## config.mk

```make
export PLATFORM = sky130hd
export DESIGN_NAME = sprite_rom_arbiter
export DESIGN_NICKNAME = d
export VERILOG_FILES = /design/src/rtl/sprite_rom_arbiter.sv
export SDC_FILE = /design/constraint.sdc
export NUM_CORES = 1
export LEC_CHECK = 0
export BUFFER_PORTS_ARGS = -buffer_cell sky130_fd_sc_hd__clkbuf_2
export CAP_MARGIN = 10
export CORE_MARGIN = 1.5
export CORE_UTILIZATION = 31
export CTS_CLUSTER_SIZE = 30
export DETAILED_ROUTE_END_ITERATION = 6
export PLACE_DENSITY = 0.82
export SETUP_SLACK_MARGIN = 0.1
export SLEW_MARGIN = 20
export SYNTH_ARGS = -nofsm -noshare
export SYNTH_HDL_FRONTEND = slang
export SYNTH_SLANG_ARGS = --single-unit
```

## constraint.sdc

```tcl
create_clock -name clk -period 3.45 [get_ports clk]
set_clock_uncertainty 0.05 [all_clocks]
set_input_delay 0.345 -clock clk [delete_from_list [all_inputs] [get_ports clk]]
set_output_delay 0.345 -clock clk [all_outputs]
set_load 0.1 [all_outputs]
```

## src/rtl/sprite_rom_arbiter.sv

```systemverilog
// Sprite ROM arbiter: one grant per cycle, 2-cycle grant-to-data pipeline into a synchronous ROM.
// Define ARB_ROUND_ROBIN_EN for round-robin selection; otherwise the highest requesting index wins.
module sprite_rom_arbiter #(
  parameter int N_REQ  = 4,
  parameter int ADDR_W = 14,
  parameter int DATA_W = 12
) (
  input  logic                    clk,
  input  logic                    rst,
  input  logic                    en_i,
  input  logic                    frame_start_i,
  input  logic [N_REQ-1:0]        req_i,
  input  logic [N_REQ*ADDR_W-1:0] addr_i,
  output logic [N_REQ-1:0]        gnt_o,
  output logic                    rvalid_o,
  output logic [1:0]              rid_o,
  output logic [DATA_W-1:0]       rdata_o,
  output logic                    rom_en_o,
  output logic [ADDR_W-1:0]       rom_addr_o,
  input  logic [DATA_W-1:0]       rom_data_i
);
  localparam int IDX_W = 2;

  logic [N_REQ-1:0][ADDR_W-1:0] addr_v;
  logic [IDX_W-1:0]             gidx;
  logic                         gany;
  logic                         gnt_fire;
  logic [2:1]                   vld_pipe_q;  // [1]: ROM read cycle, [2]: data return cycle
  logic [IDX_W-1:0]             id1_q, rid_q;
  logic [ADDR_W-1:0]            rom_addr_q;

  assign addr_v = addr_i;

`ifdef ARB_ROUND_ROBIN_EN
  logic [IDX_W-1:0] ptr_q, ptr_d;

  always_comb begin
    int k;
    logic [IDX_W-1:0] kidx;
    k    = 0;
    kidx = '0;
    gidx = '0;
    gany = 1'b0;
    for (int i = 0; i < N_REQ; i++) begin
      k = int'(ptr_q) + i;
      if (k >= N_REQ) k = k - N_REQ;
      kidx = IDX_W'(k);
      if (!gany && req_i[kidx]) begin
        gany = 1'b1;
        gidx = kidx;
      end
    end
  end

  // Frame start wins over the post-grant advance; the grant itself used the old pointer.
  always_comb begin
    ptr_d = ptr_q;
    if (frame_start_i)
      ptr_d = '0;
    else if (gnt_fire)
      ptr_d = (int'(gidx) == N_REQ-1) ? '0 : IDX_W'(int'(gidx) + 1);
  end

  always_ff @(posedge clk) begin
    if (rst) ptr_q <= '0;
    else     ptr_q <= ptr_d;
  end
`else
  logic unused_frame_start;
  assign unused_frame_start = frame_start_i;

  // Later (higher) indices overwrite earlier ones, so the highest requester wins.
  always_comb begin
    gidx = '0;
    gany = 1'b0;
    for (int i = 0; i < N_REQ; i++) begin
      if (req_i[IDX_W'(i)]) begin
        gany = 1'b1;
        gidx = IDX_W'(i);
      end
    end
  end
`endif

  assign gnt_fire = gany & en_i & ~rst;
  assign gnt_o    = gnt_fire ? (N_REQ'(1) << gidx) : '0;

  always_ff @(posedge clk) begin
    if (rst) begin
      vld_pipe_q <= '0;
      id1_q      <= '0;
      rid_q      <= '0;
      rom_addr_q <= '0;
    end else begin
      vld_pipe_q <= {vld_pipe_q[1], gnt_fire};
      if (gnt_fire) begin
        id1_q      <= gidx;
        rom_addr_q <= addr_v[gidx];
      end
      if (vld_pipe_q[1]) rid_q <= id1_q;
    end
  end

  // Outputs are forced to reset values for the whole reset cycle, not just after the edge.
  assign rom_en_o   = vld_pipe_q[1] & ~rst;
  assign rom_addr_o = rst ? '0 : rom_addr_q;
  assign rvalid_o   = vld_pipe_q[2] & ~rst;
  assign rid_o      = rst ? '0 : rid_q;
  assign rdata_o    = rvalid_o ? rom_data_i : '0;
endmodule

```

==> reports/results.tsv, run 1 <==
stage	metric	value	unit
critical_path	reg2reg_depth	2	
route	drc	0	
yosys	syn_inst	95	
sta	setup_violations	0	
global_routing	grt_pass1_vias	830	
hold_path	worstHoldPathType	in2reg	
sta	setup-tns-final	0	ps
critical_path	crit_path_start	rst	
global_routing	grt_max_degree	22	
placement	port_buffers	75	
sta	tightest_slew	555	ps
critical_path	rr_startpoint	rom_addr_q[5]$_SDFFE_PP0P_	
yosys	synth_common_cells	mux2_2, nor2b_1, dfxtp_1, and2_1, mux2_4	
clock_tree	numCtsBuffers	3	
sta	clock.fmax	0.450	GHz
critical_path	cp_max_fo	21	
sta	rsz0062_at_grt	no	
placement	hpwl	1.83	mm
sta	relSlewSlack	62.9	%
power_and_ir_drop	vdd_drop_max	193	µV
route	via_per_inst	4.20	
route	routedWlPerCell	11.0	µm
floorplanning	io_pins	110	
critical_path	r2r-end	rom_addr_q[5]$_SDFFE_PP0P_	
final_layout	antennaDiodeCount	0	
clock_tree	hold_buffers	0	
floorplanning	core	0.00310	mm²
yosys	yosys-top-cells-area	dfxtp_1, mux2_2, nor2b_1, mux2_4, and2_1	
yosys	ys_seq_area_share	34.9	%
floorplanning	chipHeight	60.7	µm
critical_path	crit_path_start_kind	input pin	
route	antenna_left	0	
power_and_ir_drop	powerDensity	386	mW/mm²
clock_tree	clock_latency	290	ps
yosys	synth_edf_count	0	
critical_path	reg2reg_slack	2580	ps
global_routing	grt_pass1_wl	3.65	mm
route	drtIter0Drc	27	
yosys	synthDistinctLibCells	17	
yosys	ys_seq_elements	18	
yosys	syn_area_per_cell	10.9	µm²
critical_path	required	3050	ps
power_and_ir_drop	p_leak	0.742	nW
route	totalWireLength	2.33	mm
yosys	synth-main-ff-cell	dfxtp_1	
floorplanning	die_x	60.7	µm
sta	finalHoldViolations	0	
route	via_count	886	
floorplanning	rows	20	
yosys	synth_top_area_share	34.9	%
global_routing	grt.total_usage	13.5	%
clock_tree	root_buffer	clkbuf_4	
flow_run	cap_violations	0	
placement	dpl.cell_count	207	
critical_path	critical_path_class	in2out	
yosys	synth_area	0.00103	mm²
sta	fin_crit_sh	64.4	%
clock_tree	clk_path_buf_depth	2	
final_layout	stdcell_count	211	
final_layout	drive_gt1_share	64.1	%
outcome	status	complete, no violations	
critical_path	critPathCaptureType	output pin	
floorplanning	start_util	33.3	%
clock_tree	clkTransAtPathRegs	110	ps
final_layout	fin_nets	244	
global_routing	globalRoute.totalOverflow	0	
placement	routabilityCongestion	0.664	
yosys	synth_top_cell_by_area	dfxtp_1	
floorplanning	dieArea	0.00369	mm²
final_layout	area_delta_synth_final	38.3	%
critical_path	cp.arrival	1830	ps
sta	finalMaxSlewViolations	0	
yosys	synthArstFlopShare	0	%
critical_path	cp-endpoint	rdata_o[2]	
clock_tree	ctsResizeCount	0	
global_routing	antenna_found_initial	0	
sta	layout_min_cycle_time	2220	ps
clock_tree	clock_sinks	18	
clock_tree	htree_levels	1	
route	dr.pass1.iters	4	
clock_tree	post_cts_buffers	0	
clock_tree	cts_tree	yes	
yosys	ys_warn_count	0	
## worst min-delay path by stage
stage | slack, ps | depth (start not counted) | start | end
6_report | 350 | 3 | addr_i[8] | rom_addr_q[8]$_SDFFE_PP0P_
5_1_grt | 310 | 3 | addr_i[8] | rom_addr_q[8]$_SDFFE_PP0P_
4_1_cts | 330 | 3 | addr_i[9] | rom_addr_q[9]$_SDFFE_PP0P_
3_5_place_dp | 440 | 2 | id1_q[0]$_SDFFE_PP0P_ | id1_q[0]$_SDFFE_PP0P_
3_3_place_gp | 410 | 2 | id1_q[0]$_SDFFE_PP0P_ | id1_q[0]$_SDFFE_PP0P_
2_1_floorplan | 390 | 2 | id1_q[0]$_SDFFE_PP0P_ | id1_q[0]$_SDFFE_PP0P_
## placed cells by master (no fill, tap or decap)
cell / count
buf_4: 1
and2_1: 13
nor2b_1: 20
clkbuf_4: 3
nand2b_1: 1
clkbuf_2: 75
dfxtp_1: 18
conb_1: 3
mux2_2: 20
mux2i_1: 1
o21bai_1: 1
o21a_1: 1
mux2_1: 1
nor2_1: 1
clkbuf_8: 1
mux2_4: 7
## per-layer routing
metal	wire length [µm]	track usage (%)	up-vias
met5	0	0	-
met4	0	7.45	0
met2	1280	26.3	45
met3	204	2.13	0
met1	845	13.4	390
li1	-	-	451
## sequential cells by signal, indices dropped and copies added (netlist names)
name / cells
vld_pipe_q: 2
id1_q: 1
rom_addr_q: 14
rid_q: 1
## power by group
group	internal (W)	leakage, nW	switching (W)
clock network	0.0000642	0.0210	0.0000674
logic	0.0000606	0.573	0.000133
registers	0.000223	0.148	0.00000343
total	0.000348	0.742	0.000203
## worst max-delay path, cell delays in order
cell,delay [ps]
clkbuf_2,270
nor2b_1,530
and2_1,220
clkbuf_2,450
## per-stage QoR
step	cell area [µm²]	setup slack (ps)	util, %	total power [W]	hold WS [ps]
after detailed placement	1390	1180	44.9	0.000426	436
after CTS	1430	1180	46.0	0.000560	330
after floorplan	1040	694	-	0.000393	395
after global placement	1390	1230	44.9	0.000423	412
final	1430	1230	46.0	0.000551	347
after global routing	1430	1060	46.0	0.000582	315
## final cells by class
| type | instances | area [µm²] |
|---|---|---|
| timing repair buffer | 76 | 383 |
| clock buffer | 4 | 36.3 |
| multi-input combinational | 69 | 594 |
| fill | 326 | 1670 |
| sequential | 18 | 360 |
| tap | 44 | 55.1 |
## logic make-up after synthesis
| family | Yosys count | share of synthesized area, % |
|---|---|---|
| and+or+nand+nor | 35 | 20.9 |
| buffers and inverters | 10 | 8.35 |
| muxes | 29 | 34.0 |
| AOI/OAI and AO/OA | 2 | 1.45 |
| DFF | 18 | 34.9 |
| other | 1 | 0.363 |
(Power assumes the default switching activity.)
==> run 2, diff against run 1 <==
==> constraint.sdc (replaced) <==
create_clock -name clk -period 2.25 [get_ports clk]
set_clock_uncertainty 0.05 [all_clocks]
set_input_delay 0.225 -clock clk [delete_from_list [all_inputs] [get_ports clk]]
set_output_delay 0.225 -clock clk [all_outputs]
set_load 0.1 [all_outputs]
==> reports/results.tsv, run 2 (same netlist as run 1, synthesis figures left out) <==
stage	metric	value	unit	change
outcome	status	complete, no violations		
critical_path	crit_chain	nor2b_1 > clkbuf_2		
power_and_ir_drop	swShare	36.4	%	-0.50 points
power_and_ir_drop	switchingPower	0.000309	W	+52%
route	routedWlPerCell	10.6	µm	-3.7%
critical_path	path_buf_inv	1		-1
final_layout	reg_top3	rom_addr_q (14), vld_pipe_q (2)		
sta	setup_ws	361	ps	-869 ps
global_routing	grt_pass1_wl	3.29	mm	-9.8%
global_routing	globalRoute.totalOverflow	0		unchanged
global_routing	grt_max_degree	20		-9.1%
floorplanning	core	0.00310	mm²	unchanged
hold_path	worstHoldPathType	in2reg		
clock_tree	numCtsBuffers	3		unchanged
power_and_ir_drop	vdd_drop_max	261	µV	+35%
sta	clock.fmax	0.529	GHz	
global_routing	antenna_found_initial	0		unchanged
clock_tree	cts_tree	yes		
flow_run	cap_violations	0		unchanged
final_layout	largest_reg_flops	14		unchanged
sta	rsz0062_at_grt	no		
sta	layout_min_cycle_time	1890	ps	
route	via_count	913		+3.0%
power_and_ir_drop	power_frac_comb	35.6	%	+0.6 points
sta	setup_violations	0		unchanged
final_layout	layout_common_cells	clkbuf_2, mux2_2, nor2b_1		
critical_path	crit_slowest_cell	clkbuf_2		
route	antenna_left	0		unchanged
sta	fin_crit_sh	84.0	%	
clock_tree	htree_levels	1		unchanged
critical_path	required	1980	ps	-1070 ps
global_routing	grt.total_usage	12.2	%	-1.3 points
placement	dp_slack	494	ps	-688 ps
placement	placed_cell_area	0.00146	mm²	+4.5%
clock_tree	clock_sinks	18		unchanged
floorplanning	die_x	60.7	µm	unchanged
placement	hpwl	1.87	mm	+2.1%
clock_tree	post_cts_buffers	0		unchanged
clock_tree	clk_path_buf_depth	2		unchanged
route	totalWireLength	2.26	mm	-2.8%
critical_path	cp_top_family	buffers and inverters		
power_and_ir_drop	powerDensity	569	mW/mm²	+47%
route	via_per_inst	4.29		+2.1%
clock_tree	root_buffer	clkbuf_4		
floorplanning	io_pins	110		unchanged
sta	hold_ws	210	ps	-137 ps
sta	finalMaxSlewViolations	0		unchanged
sta	tightest_slew	545	ps	-10.4 ps
power_and_ir_drop	p_leak	0.766	nW	+3.2%
critical_path	cpPeakStageDelay	550	ps	+20 ps
route	drc	0		unchanged
clock_tree	ctsResizeCount	0		unchanged
placement	dpl.cell_count	209		+0.97%
final_layout	final_common_cell	clkbuf_2		
sta	finalHoldViolations	0		unchanged
placement	port_buffers	75		unchanged
critical_path	critPathCaptureType	output pin		
global_routing	grt_pass1_vias	799		-3.7%
clock_tree	clkTransAtPathRegs	110	ps	about the same
critical_path	cp.arrival	1610	ps	-220 ps
route	dr.pass1.iters	2		-2
floorplanning	chipHeight	60.7	µm	unchanged
final_layout	drive_gt1_share	65.1	%	+1.0 points
final_layout	fin_nets	246		+0.82%
final_layout	final_area	0.00149	mm²	+4.4%
power_and_ir_drop	clockPowerShare	23.4	%	-0.5 points
critical_path	crit_path_start_kind	register		
floorplanning	rows	20		unchanged
final_layout	stdcell_count	213		+0.95%
power_and_ir_drop	p_int	0.000540	W	+55%
floorplanning	start_util	33.3	%	unchanged
floorplanning	dieArea	0.00369	mm²	unchanged
placement	routabilityCongestion	0.678		+2.1%
final_layout	antennaDiodeCount	0		unchanged
sta	relSlewSlack	63.6	%	+0.69 points
route	drtIter0Drc	7		-74%
critical_path	cp_max_fo	13		-38%
final_layout	area_delta_synth_final	44.3	%	
critical_path	critical_path_class	reg2out		
clock_tree	hold_buffers	0		unchanged
final_layout	top_register	rom_addr_q		
power_and_ir_drop	pwr-share-seq	40.9	%	-0.2 points
clock_tree	clock_latency	290	ps	about the same
==> run 2: cell count changes in the layout (fill, tap and decap cells not counted) <==
| cell | delta |
|---|---|
| buf_4 | +14 |
| clkbuf_2 | -13 |
| buf_12 | +1 |
| nor2b_1 | -1 |
| nor2b_2 | +1 |
==> run 2: worst paths after layout <==
check                                     to  slack [ps]  cells after the start                  startpoint
setup / recovery                    rvalid_o         360                      2    vld_pipe_q[2]$_SDFF_PP0_
hold / removal    rom_addr_q[7]$_SDFFE_PP0P_         210                      3                   addr_i[7]
setup reg to reg  rom_addr_q[3]$_SDFFE_PP0P_        1390                      2  rom_addr_q[3]$_SDFFE_PP0P_
hold reg to reg        id1_q[0]$_SDFFE_PP0P_         420                      2       id1_q[0]$_SDFFE_PP0P_
==> run 2: power by group through the flow <==
| stage | registers, W | logic, W | clock network, W |
|---|---|---|---|
| floorplan | 0.000353 | 0.000250 | 0 |
| global placement | 0.000354 | 0.000302 | 0 |
| detailed placement | 0.000355 | 0.000305 | 0 |
| CTS | 0.000348 | 0.000305 | 0.000213 |
| global route | 0.000351 | 0.000319 | 0.000220 |
| finish | 0.000347 | 0.000302 | 0.000199 |
==> run 2: area by class of cell <==
cell class	instances	area, µm²
clock buffers	4	36.3
fillers	342	1610
multi-input cells	69	597
flip-flops and latches	18	360
well taps	44	55.1
repair buffers	78	443
==> run 2: worst min-delay path, cell delays in order <==
cell      delay [ps]
clkbuf_2          70
mux2_1           100
mux2_2           130
==> run 2: per-layer routing <==
layer	routed length [µm]	GRT usage (%)	share of wire (%)
met5	0	0	0
met4	27	6.52	1.2
met3	165	0.640	7.3
met2	1240	24.6	55
met1	832	12.4	37
==> run 2: per-stage QoR <==
step | power, W | util (%) | TNS, ps
after floorplan | 0.000603 | - | -592
after global placement | 0.000655 | 46.9 | 0
after detailed placement | 0.000659 | 46.9 | 0
after CTS | 0.000866 | 48.1 | 0
after global routing | 0.000889 | 48.1 | 0
final | 0.000849 | 48.1 | 0
